### config.mk
export PLATFORM = sky130hd
export DESIGN_NAME = meter_timer_flat
export DESIGN_NICKNAME = d
export VERILOG_FILES = /design/src/rtl/meter_timer_pkg.sv /design/src/rtl/meter_timer_if.sv /design/src/rtl/meter_timer_tick_gen.sv /design/src/rtl/meter_timer.sv /design/src/flat_wrapper.sv
export SDC_FILE = /design/constraint.sdc
export NUM_CORES = 1
export LEC_CHECK = 0
export ABC_AREA = 1
export CAP_MARGIN = 15
export CORE_MARGIN = 8
export CORE_UTILIZATION = 68
export CTS_CLUSTER_DIAMETER = 120
export DETAILED_ROUTE_END_ITERATION = 16
export DONT_BUFFER_PORTS = 1
export GPL_ROUTABILITY_DRIVEN = 0
export HOLD_SLACK_MARGIN = 0.1
export PLACE_DENSITY = 0.87
export SLEW_MARGIN = 0
export SYNTH_ARGS = -nofsm -noshare
export SYNTH_HDL_FRONTEND = slang
export SYNTH_SLANG_ARGS = --single-unit
### constraint.sdc
create_clock -name clk -period 4.47 [get_ports clk]
set_input_delay 1.341 -clock clk [delete_from_list [all_inputs] [get_ports clk]]
set_output_delay 1.341 -clock clk [all_outputs]
set_load 0.02 [all_outputs]
### src/rtl/meter_timer_pkg.sv
// rtl/meter_timer_pkg.sv - shared state type, default timing constants and BCD helper for meter_timer
package meter_pkg;

  typedef enum logic [1:0] {
    IDLE = 2'd0,
    RUN  = 2'd1,
    DONE = 2'd2
  } state_e;

  localparam int DEF_CLK_DIV = 100000000;
  localparam int DEF_SEG_LEN = 30;

  // Values never exceed 99, so one tens digit and one ones digit suffice.
  function automatic logic [7:0] to_bcd(input logic [7:0] v);
    logic [7:0] tens;
    tens = v / 8'd10;
    return {tens[3:0], 4'(v - tens * 8'd10)};
  endfunction

endpackage

### src/rtl/meter_timer_if.sv
// rtl/meter_timer_if.sv - controller/timer signal bundle; BCD digits present with METER_TIMER_BCD_EN
interface meter_timer_if;

  logic       ct;
  logic       t;
  logic       busy;
  logic [7:0] secs_left;
`ifdef METER_TIMER_BCD_EN
  logic [3:0] secs_tens;
  logic [3:0] secs_ones;

  modport master (output ct, input t, busy, secs_left, secs_tens, secs_ones);
  modport slave  (input ct, output t, busy, secs_left, secs_tens, secs_ones);
`else
  modport master (output ct, input t, busy, secs_left);
  modport slave  (input ct, output t, busy, secs_left);
`endif

endinterface

### src/rtl/meter_timer_tick_gen.sv
// rtl/meter_timer_tick_gen.sv - prescaler producing a one-cycle tick every CLK_DIV cycles
module tick_gen #(
  parameter int CLK_DIV = 4
) (
  input  logic clk,
  input  logic rst,
  input  logic clear,
  output logic tick
);

  localparam int W = (CLK_DIV > 1) ? $clog2(CLK_DIV) : 1;
  localparam logic [W-1:0] LAST = W'(CLK_DIV - 1);

  logic [W-1:0] cnt_q;
  logic [W-1:0] cnt_d;

  always_comb begin
    cnt_d = cnt_q;
    tick  = 1'b0;
    if (clear) begin
      cnt_d = '0;
    end else if (cnt_q == LAST) begin
      cnt_d = '0;
      tick  = 1'b1;
    end else begin
      cnt_d = cnt_q + 1'b1;
    end
  end

  always_ff @(posedge clk or posedge rst) begin
    if (rst) cnt_q <= '0;
    else     cnt_q <= cnt_d;
  end

endmodule

### src/rtl/meter_timer.sv
// rtl/meter_timer.sv - segment timer: ct loads SEG_LEN seconds, t pulses once on expiry
// Optional METER_TIMER_BCD_EN adds registered BCD digits of secs_left.
module meter_timer
  import meter_pkg::*;
#(
  parameter int CLK_DIV = DEF_CLK_DIV,
  parameter int SEG_LEN = DEF_SEG_LEN
) (
  input  logic          clk,
  input  logic          rst,
  meter_timer_if.slave  bus
);

  localparam logic [7:0] SEG = 8'(SEG_LEN);

  state_e     state_q, state_d;
  logic [7:0] secs_q, secs_d;
  logic       tick;
  logic       clear;

  // Prescaler is held at zero outside RUN and restarted by every ct.
  assign clear = (state_q != RUN) || bus.ct;

  tick_gen #(.CLK_DIV(CLK_DIV)) u_tick_gen (
    .clk   (clk),
    .rst   (rst),
    .clear (clear),
    .tick  (tick)
  );

  always_comb begin
    state_d = state_q;
    secs_d  = secs_q;
    case (state_q)
      IDLE: begin
        if (bus.ct) begin
          state_d = RUN;
          secs_d  = SEG;
        end
      end
      RUN: begin
        if (bus.ct) begin
          secs_d = SEG;
        end else if (tick) begin
          if (secs_q <= 8'd1) begin
            state_d = DONE;
            secs_d  = 8'd0;
          end else begin
            secs_d = secs_q - 8'd1;
          end
        end
      end
      DONE: begin
        if (bus.ct) begin
          state_d = RUN;
          secs_d  = SEG;
        end else begin
          state_d = IDLE;
        end
      end
      default: state_d = IDLE;
    endcase
  end

  always_ff @(posedge clk or posedge rst) begin
    if (rst) begin
      state_q <= IDLE;
      secs_q  <= 8'd0;
    end else begin
      state_q <= state_d;
      secs_q  <= secs_d;
    end
  end

  assign bus.t         = (state_q == DONE);
  assign bus.busy      = (state_q == RUN);
  assign bus.secs_left = secs_q;

`ifdef METER_TIMER_BCD_EN
  logic [7:0] bcd_q;

  always_ff @(posedge clk or posedge rst) begin
    if (rst) bcd_q <= 8'd0;
    else     bcd_q <= to_bcd(secs_d);
  end

  assign bus.secs_tens = bcd_q[7:4];
  assign bus.secs_ones = bcd_q[3:0];
`endif

endmodule

### src/flat_wrapper.sv
// flat-port wrapper written by rule: the top's interface ports become plain ports
module meter_timer_flat import meter_pkg::*;
#(
  parameter int CLK_DIV = DEF_CLK_DIV,
  parameter int SEG_LEN = DEF_SEG_LEN
)
  (clk, rst, bus_ct, bus_t, bus_busy, bus_secs_left);
  meter_timer_if bus_i ();
  input  logic clk;
  input  logic rst;
  input wire logic [$bits(bus_i.ct)-1:0] bus_ct;
  output wire logic [$bits(bus_i.t)-1:0] bus_t;
  output wire logic [$bits(bus_i.busy)-1:0] bus_busy;
  output wire logic [$bits(bus_i.secs_left)-1:0] bus_secs_left;
  assign bus_i.ct = bus_ct;
  assign bus_t = bus_i.t;
  assign bus_busy = bus_i.busy;
  assign bus_secs_left = bus_i.secs_left;
  meter_timer #(.CLK_DIV(CLK_DIV), .SEG_LEN(SEG_LEN)) u_core (.clk(clk), .rst(rst), .bus(bus_i));
endmodule
==> results by group <==
Worst hold path
  • Path category of the worst min-delay check: reg2reg

Clock tree
  • Clock Sink Count: 37
  • Postcts setup bufs: 0
  • CTS Hold Bufs: 0
  • Bufs on Longest Clock Path: 2
  • Clock Latency Late Sink: 350 ps
  • Root buffer cell: clkbuf_4
  • H-Tree Depth: 2
  • CTS tree: built
  • Reg clk slew, reported paths: 100 ps
  • Total CTS buffers: 5
  • PostCTS Resize Cnt: 0

Worst setup path
  • Critical path type: reg2out
  • Setup crit end kind: primary output
  • CP required: 3130 ps
  • CP max FO: 3
  • Critical Path AT: 1130 ps
  • CP Launch Type: register

Timing
  • Fin. Hold Viols: 0
  • Final setup viols: 0
  • FMAX: 0.4050 GHz
  • Worst Skew: 12.13 ps
  • Post-layout min period: 2469 ps
  • Worst slew pin tran: 991.4 ps
  • Period utilization: 0.5523
  • Final setup TNS: 0 ps
  • Final worst slack: 2001 ps
  • RSZ-0062 raised after global routing: no
  • Slew Viols, Final: 0
  • Max-slew headroom: 0.3383

Floorplanning
  • Row cnt: 21
  • Io pins: 13
  • Starting Density: 0.7018
  • Die Y: 74.46 µm
  • Chip Width: 74.46 µm
  • Die area: 0.005544 mm²
  • Core ar.: 0.003311 mm²

Finish
  • Final core utilization: 0.7392
  • Finished Cell Area: 0.002447 mm²
  • Antenna Cells: 0
  • Fraction of layout cells with a size suffix above 1: 0.1104
  • P&R area growth vs syn: 5.331%
  • Layout Cells excl Fill: 381
  • Fill cell count: 262
  • Nets: 340

GRT
  • Initial antenna violation count: 0
  • Grt ovf: 0
  • Largest net degree at the start of global routing: 26
  • Vias in the first global route: 1984
  • Wire length of the first global-routing pass: 8500 µm
  • Tot GR Track Use: 0.1964

Route
  • Detailed-route via count: 2013
  • Vias/cell: 5.283
  • Final antenna-violating net count: 0
  • DR iter-0 viols: 232
  • DRC: 0
  • Final WL: 4773 µm
  • WL/cell: 12.53 µm
  • Drt pass-1 iters: 4

Place
  • Placed inst area: 0.002377 mm²
  • Port buffer count: 0
  • Detailed placement HPWL: 3529 µm
  • Setup Slack @ Placement: 2183 ps
  • Inst Count DP: 373

Power and ir drop
  • Power per cell area: 274.9 mW/mm²
  • Leak pwr: 1.138 nW
  • Max IR drop VDD: 0.0002363 V

Yosys
  • Synthesized Nets: 333
  • Synth Warn #: 0
  • Unique cell type count in the Yosys netlist: 28
  • Post-synthesis register bit count: 37
  • Mapped Cells: 327
  • Post-Syn Area: 0.002323 mm²
  • Sequential share of the synthesized area: 0.3985
  • Avg Inst Size Synth: 7.105 µm²

Outcome
  • Outcome: complete, no violations

Job
  • Max-cap viol count: 0
==> flip-flops by register name (all words and copies together), names as in the netlist <==
signal / count
u_core.bus.secs_left: 8
u_core.state_q: 2
u_core.u_tick_gen.cnt_q: 27
==> critical path, cell delays in order (launching register included) <==
cell and delay, ps:
dfrtp_1 430, inv_1 60, nor2_1 300
==> Yosys cell counts, drive strengths merged <==
cell	number	area [µm²]
a21oi	8	51.30
nor3b	2	15.01
xnor2	2	17.52
inv	43	161.4
nor3	7	40.04
or2	1	6.260
xor2	6	52.55
nand3	30	167.7
nor2	78	369.1
o21ai	6	30.03
nand4	7	43.79
nand2	93	374.1
and3	1	6.260
nor4	1	6.260
nand3b	1	7.510
ha	3	37.54
buf	1	11.26
dfrtp	37	925.9
==> cells in the final DEF, fill, tap and decap left out, types with 5 or more instances in the layout <==
master	Yosys	layout
nand2_1	87	87
clkbuf_4	0	5
nand4_1	7	7
nor2_2	6	6
dfrtp_1	37	37
inv_1	39	39
a21oi_1	7	7
nor2_4	6	6
xor2_1	6	6
o21ai_0	6	6
nand3_1	28	28
nor2_1	65	65
nor3_1	6	6
==> path summary, 6_finish.rpt <==
kind                                             from                     endpoint  slack, ps  depth (start not counted)
max                                 u_core.state_q[1]                        bus_t       2000                          2
max in group asynchronous                         rst  u_core.u_tick_gen.cnt_q[11]       2620                          2
min                        u_core.u_tick_gen.cnt_q[0]   u_core.u_tick_gen.cnt_q[0]        460                          1
min reg2reg                u_core.u_tick_gen.cnt_q[0]   u_core.u_tick_gen.cnt_q[0]        460                          1
max reg2reg                   u_core.bus.secs_left[0]            u_core.state_q[0]       2700                          9
min in group asynchronous                         rst      u_core.bus.secs_left[5]       1100                          1
==> per-layer routing <==
layer,vias up,part of all wire,track usage
met2,52,0.47,0.3175
li1,1037,-,-
met1,918,0.45,0.2455
met4,0,0.011,0.06087
met5,-,0,0
met3,6,0.071,0.05660
==> power breakdown <==
| part | leakage, nW | total, mW | switching, mW | internal (mW) |
|---|---|---|---|---|
| sequential | 0.499 | 0.380 | 0.0318 | 0.348 |
| clock | 0.0413 | 0.200 | 0.109 | 0.0912 |
| combinational | 0.598 | 0.0927 | 0.0618 | 0.0309 |
| total | 1.14 | 0.673 | 0.203 | 0.470 |
==> per-stage QoR <==
step | total power [mW] | hold slack [ps]
2_1_floorplan | 0.4589 | 431.2
3_3_place_gp | 0.4755 | 444.9
3_5_place_dp | 0.4782 | 453.2
4_1_cts | 0.6795 | 467.8
5_1_grt | 0.7119 | 502.5
6_report | 0.6728 | 464.8
==> cell families (layout without fill, tap and decap cells) <==
kind of cell | Yosys count | after routing | synth area share
simple gates | 221 | 221 | 0.4459
buf+inv | 44 | 52 | 0.07431
flops | 37 | 37 | 0.3985
compound gates | 14 | 14 | 0.03500
xor+xnor | 8 | 8 | 0.03016
fa+ha+maj | 3 | 3 | 0.01616
==> final cells by class <==
cell class | count | area [µm²] | share of cell area
Tap cell | 46 | 57.56 | 0.02352
Inverter | 43 | 161.4 | 0.06595
Clock inverter | 1 | 5.005 | 0.002045
Multi-Input combinational cell | 246 | 1225 | 0.5005
Timing Repair Buffer | 1 | 7.507 | 0.003067
Clock buffer | 7 | 65.06 | 0.02658
Sequential cell | 37 | 925.9 | 0.3783
Note: power is estimated with default switching activity, not from simulation.
